**src/rtl/fb_bus_arbiter.sv**
```systemverilog
// fb_bus_arbiter: shares one Avalon-MM SDRAM master between VGA scan-out and the draw engine
//   clk, reset (async, active-low)
//   vga_*  : read-only VGA port (read, address, waitrequest, readdatavalid, readdata)
//   drw_*  : draw port (read, write, address, writedata, byteenable, waitrequest, readdatavalid, readdata)
//   mem_*  : SDRAM controller master (read, write, address, writedata, byteenable, waitrequest,
//            readdatavalid, readdata)
module fb_bus_arbiter #(
  parameter int ADDR_W      = 26,
  parameter int MAX_PENDING = 8,
  parameter int VGA_BURST   = 16
) (
  input  logic              clk,
  input  logic              reset,
  input  logic              vga_read,
  input  logic [ADDR_W-1:0] vga_address,
  output logic              vga_waitrequest,
  output logic              vga_readdatavalid,
  output logic [31:0]       vga_readdata,
  input  logic              drw_read,
  input  logic              drw_write,
  input  logic [ADDR_W-1:0] drw_address,
  input  logic [31:0]       drw_writedata,
  input  logic [3:0]        drw_byteenable,
  output logic              drw_waitrequest,
  output logic              drw_readdatavalid,
  output logic [31:0]       drw_readdata,
  output logic              mem_read,
  output logic              mem_write,
  output logic [ADDR_W-1:0] mem_address,
  output logic [31:0]       mem_writedata,
  output logic [3:0]        mem_byteenable,
  input  logic              mem_waitrequest,
  input  logic              mem_readdatavalid,
  input  logic [31:0]       mem_readdata
);
  localparam int PW = $clog2(MAX_PENDING);
  localparam int CW = $clog2(VGA_BURST + 1);
  localparam logic [PW:0]   FULL = (PW+1)'(MAX_PENDING);
  localparam logic [CW-1:0] BMAX = CW'(VGA_BURST);
  typedef enum logic [1:0] {IDLE, VGA, DRW} state_t;
  state_t state, state_n;
  logic [CW-1:0] cnt, cnt_n;
  logic [MAX_PENDING-1:0] tag_mem;
  logic [PW-1:0] wr_ptr, rd_ptr;
  logic [PW:0] occ;
  logic gv, gd, drw_req, cmd_rd, blk, acc, own_req, push, pop, head;
  assign drw_req = drw_read | drw_write;
  assign gv = state == VGA;
  assign gd = state == DRW;
  assign cmd_rd = gv ? vga_read : gd & drw_read;
  // a read with no free tag slot is held off; writes carry no tag and always pass
  assign blk = cmd_rd & (occ == FULL);
  assign mem_read = cmd_rd & ~blk;
  assign mem_write = gd & drw_write;
  assign mem_address = gd ? drw_address : gv ? vga_address : '0;
  assign mem_writedata = gd ? drw_writedata : '0;
  assign mem_byteenable = gd ? drw_byteenable : gv ? 4'hF : 4'h0;
  assign vga_waitrequest = ~gv | mem_waitrequest | blk;
  assign drw_waitrequest = ~gd | mem_waitrequest | blk;
  assign acc = (mem_read | mem_write) & ~mem_waitrequest;
  assign push = mem_read & ~mem_waitrequest;
  // returns with nothing outstanding are dropped
  assign pop = mem_readdatavalid & (occ != '0);
  assign head = tag_mem[rd_ptr];
  assign vga_readdatavalid = pop & ~head;
  assign drw_readdatavalid = pop & head;
  assign vga_readdata = mem_readdata;
  assign drw_readdata = mem_readdata;
  assign own_req = gv ? vga_read : gd & drw_req;
  // cnt_n counts VGA commands accepted in this burst including this cycle, so draw
  // gets the bus right after the VGA_BURST-th accept
  assign cnt_n = (~drw_req | (gd & acc)) ? '0 : (gv & acc & (cnt != BMAX)) ? cnt + 1'b1 : cnt;
  assign state_n = (state == IDLE || !own_req || acc)
                 ? ((vga_read && (cnt_n < BMAX || !drw_req)) ? VGA : drw_req ? DRW : IDLE)
                 : state;
  always_ff @(posedge clk or negedge reset)
    if (!reset) begin
      state   <= IDLE;
      cnt     <= '0;
      tag_mem <= '0;
      wr_ptr  <= '0;
      rd_ptr  <= '0;
      occ     <= '0;
    end else begin
      state <= state_n;
      cnt   <= cnt_n;
      if (push) begin
        tag_mem[wr_ptr] <= gd;
        wr_ptr <= wr_ptr + 1'b1;
      end
      if (pop) rd_ptr <= rd_ptr + 1'b1;
      occ <= occ + (PW+1)'(push) - (PW+1)'(pop);
    end
  a_orphan_return: assert property (@(posedge clk) disable iff (!reset) !(mem_readdatavalid && occ == '0))
    else $warning("fb_bus_arbiter: readdatavalid with no read outstanding was dropped");
endmodule

```
**config.mk**
```make
export PLATFORM = sky130hd
export DESIGN_NAME = fb_bus_arbiter
export DESIGN_NICKNAME = d
export VERILOG_FILES = /design/src/rtl/fb_bus_arbiter.sv
export SDC_FILE = /design/constraint.sdc
export NUM_CORES = 1
export LEC_CHECK = 0
export ABC_AREA = 1
export CORE_AREA = 2 2 102 104
export DETAILED_ROUTE_END_ITERATION = 12
export DIE_AREA = 0 0 104 106
export PLACE_DENSITY = 0.83
export SLEW_MARGIN = 25
export SYNTH_ARGS = -nofsm -noshare
export SYNTH_HDL_FRONTEND = slang
export SYNTH_SLANG_ARGS = --single-unit
```
**constraint.sdc**
```tcl
create_clock -name clk -period 2.7 [get_ports clk]
set_input_delay 0.675 -clock clk [delete_from_list [all_inputs] [get_ports clk]]
set_output_delay 0.675 -clock clk [all_outputs]
set_load 0.03 [all_outputs]
```
==> summary.txt <==
Status
  – Status: complete, no violations

Logic synthesis
  – Dominant synthesized flop cell: dfrtp_1
  – Cell variety after synth: 30
  – Post-synth ARST share: 1.00
  – Area fraction of the dominant cell type after synthesis: 0.251
  – Top post-synthesis cells by area: dfrtp_1 (25%), buf_4 (19%), inv_1 (9.2%)
  – Syn Nets: 485
  – Synth Area in Compound Gates: 0.156
  – Cells after Synth: 347
  – Post-Synth XOR/XNOR Area: 0.0246
  – Multiplexer share of the synthesized area: 0.00402
  – Yosys warning count: 0
  – Post-synthesis sequential area ratio: 0.251
  – Adder-Cell Fraction of Synth Area: 0.0583
  – EDFF count, synth: 0
  – Largest family of logic cells by synthesized area: buffers and inverters
  – Post-synthesis simple-gate area fraction: 0.202
  – Seq cells post-synth: 25
  – Synth Area per Inst: 7.17 µm²
  – Post-synth top area cell: dfrtp_1
  – Post-Synthesis Cell Area: 2490 µm²

Clock network
  – Clock transition at the registers of the reported paths: 90 ps
  – TritonCTS buffer count: 3
  – CTS tree: built
  – H-tree depth: 1
  – Hold buffers post-CTS: 0
  – CTS max path bufs: 2
  – Worst-Skew Late Latency: 260 ps
  – Clock sink count: 25
  – Root Buffer: clkbuf_8

Final layout
  – Final Core Density: 0.388
  – Commonest non-fill, non-tap cell in the layout: clkdlybuf4s50_1
  – Share of layout cells above drive strength 1: 0.139
  – Area grow syn2layout: 55.9%
  – Most frequent cells in the layout: clkdlybuf4s50_1 (97), inv_1 (59), nor2_1 (47)
  – # nets final: 586

Setup path
  – Family with the most delay on the worst path: buffers and inverters
  – Signal arrival time at the worst endpoint: 1960 ps
  – Worst Path Required: 2030 ps
  – CP max stage delay: 670 ps
  – Critical Path Start: state[0]
  – Critical path buffers and inverters: 2
  – Slowest CP cell: clkdlybuf4s50_1
  – Critical Path Start Type: flip-flop
  – Register-to-Register Path Depth: 10
  – Critical-path cell list: nor2_4 > buf_12 > nand2_1 > nand2_1 > clkdlybuf4s50_1
  – Reg2reg setup slack: 590 ps
  – Worst-path maximum fanout: 22
  – R2r startpoint: occ[2]
  – Kind of critical path: reg2out
  – Element type at the critical path end: primary output
  – Capturing point of the worst reg2reg path: occ[2]
  – CP most frequent cell: nand2_1

Worst hold path
  – Hold EP: tag_mem[5]
  – Hold_sp: tag_mem[5]
  – WHS Path Cells: 2
  – Hold WC Path Type: reg2reg

GRT
  – Initial antenna violation count: 2
  – Vias in the first global route: 2,429
  – First-pass GRT wire length: 11,900 µm
  – Total gr overflow: 0
  – Pin count of the biggest net entering global routing: 34
  – Gr usage total: 0.131

Drt
  – First-iteration detailed-routing DRC count: 125
  – Post-DRT Antenna Nets: 0
  – Number of detailed-routing iterations run before antenna repair: 4
  – DRC: 0
  – Via density: 4.31
  – Total Wirelength: 7730 µm
  – Drt wl/cell: 13.2 µm
  – Routed vias: 2,524

Pwr
  – Share of power burned in registers: 0.175
  – Switch Pwr: 0.00192 W
  – Sw frac: 0.513
  – Design internal power: 0.00182 W
  – Clk pwr share: 0.057
  – Leakage power: 2.24 nW
  – Max IR drop VDD: 0.342 mV
  – Pwr Total: 0.00374 W
  – Cell area power density: 965 nW/µm²
  – Logic pwr share: 0.767

Run
  – Max-Cap Viols: 0

Place
  – Port buffer count: 162
  – Final GP Congestion: 0.852
  – Dpl hpwl: 6560 µm

Floorplan
  – Initial Utilization: 0.249
  – Die W: 104 µm
  – Core Box Area: 10000 µm²
  – IO Count: 259
  – Die height: 106 µm
  – # rows: 37
  – Die area: 11,000 µm²

STA
  – Clk_skew: 5.76 ps
  – Max-slew violation count: 0
  – FMAX: 379 MHz
  – Final Hold Fails: 0
  – Final min period: 2640 ps
  – Worst-margin pin slew: 490 ps
  – # setup viols final: 0
  – Period utilization: 0.977
  – Slew headroom: 0.673
  – RSZ-0062 raised after global routing: true
==> cell families after synthesis <==
kind of cell	Yosys count
AOI/OAI and AO/OA	52
adders and majority gates	11
buffers and inverters	137
and+or+nand+nor	114
DFF	25
xor gates and xnor gates	7
muxes	1
==> worst min-delay path, delay by kind of cell (launching register included) <==
family / cells / cell delay [ps]
AND/OR/NAND/NOR: 1 / 50
AO/OA/AOI/OAI: 1 / 60
flip-flops: 1 / 350
==> timing repair <==
action                     CTS  global route
setup endpoints to repair    0            58
gates resized for setup      0            29
setup buffers                0             0
==> stage by stage <==
step	area [µm²]	cells	hold slack (ps)	worst slack, ps	TNS [ps]
floorplan	2490	347	379	543	0
global placement	3760	579	470	45.8	0
detailed placement	3760	579	477	16.1	0
CTS	3800	583	498	7.23	0
global route	3880	584	539	-59.5	-816
finish	3880	585	490	63.1	0
==> power by group through the flow <==
stage	registers, W	logic (W)	clock network [W]
floorplan	0.000621	0.00198	0
global placement	0.000644	0.00284	0
detailed placement	0.000655	0.00291	0
CTS	0.000649	0.00292	0.000219
global route	0.000680	0.00309	0.000246
finish	0.000656	0.00287	0.000215
==> cells in the mapped netlist (4+ instances only) <==
cell type and instances:
a22o_1 26, clkbuf_1 8, dfrtp_1 25, o21ai_0 15, inv_1 61, ha_1 10
buf_4 64, xor2_1 4, nor2_1 47, nand3_1 14, nand2_1 41, a21oi_1 4
==> cell type report <==
| class | instances | area [µm²] |
|---|---|---|
| antenna | 2 | 5.00 |
| clock buffer | 4 | 45.0 |
| fill | 1000 | 6120 |
| inverter | 63 | 240 |
| multi-input combinational | 185 | 1110 |
| sequential | 25 | 627 |
| tap | 136 | 170 |
| timing repair buffer | 170 | 1690 |
==> state kept, by name, indices dropped and copies added (netlist names) <==
name,cells
rd_ptr,3
occ,4
state,2
tag_mem,8
cnt,5
wr_ptr,3
==> metal layers <==
metal | up-vias | GRT usage | wire length [µm]
met5 | - | 0 | 0
li1 | 1223 | - | -
met1 | 1128 | 0.131 | 2820
met2 | 156 | 0.253 | 3930
met4 | 0 | 0.0454 | 214
met3 | 17 | 0.0423 | 764
==> how the worst max path moves through the flow <==
stage	end	cells after the start
after floorplan	occ[2]	9
after global placement	mem_address[12]	3
after detailed placement	occ[2]	10
after CTS	mem_address[12]	4
after global routing	mem_writedata[25]	4
final	mem_byteenable[3]	5
Note: power is estimated with default switching activity, not from simulation.
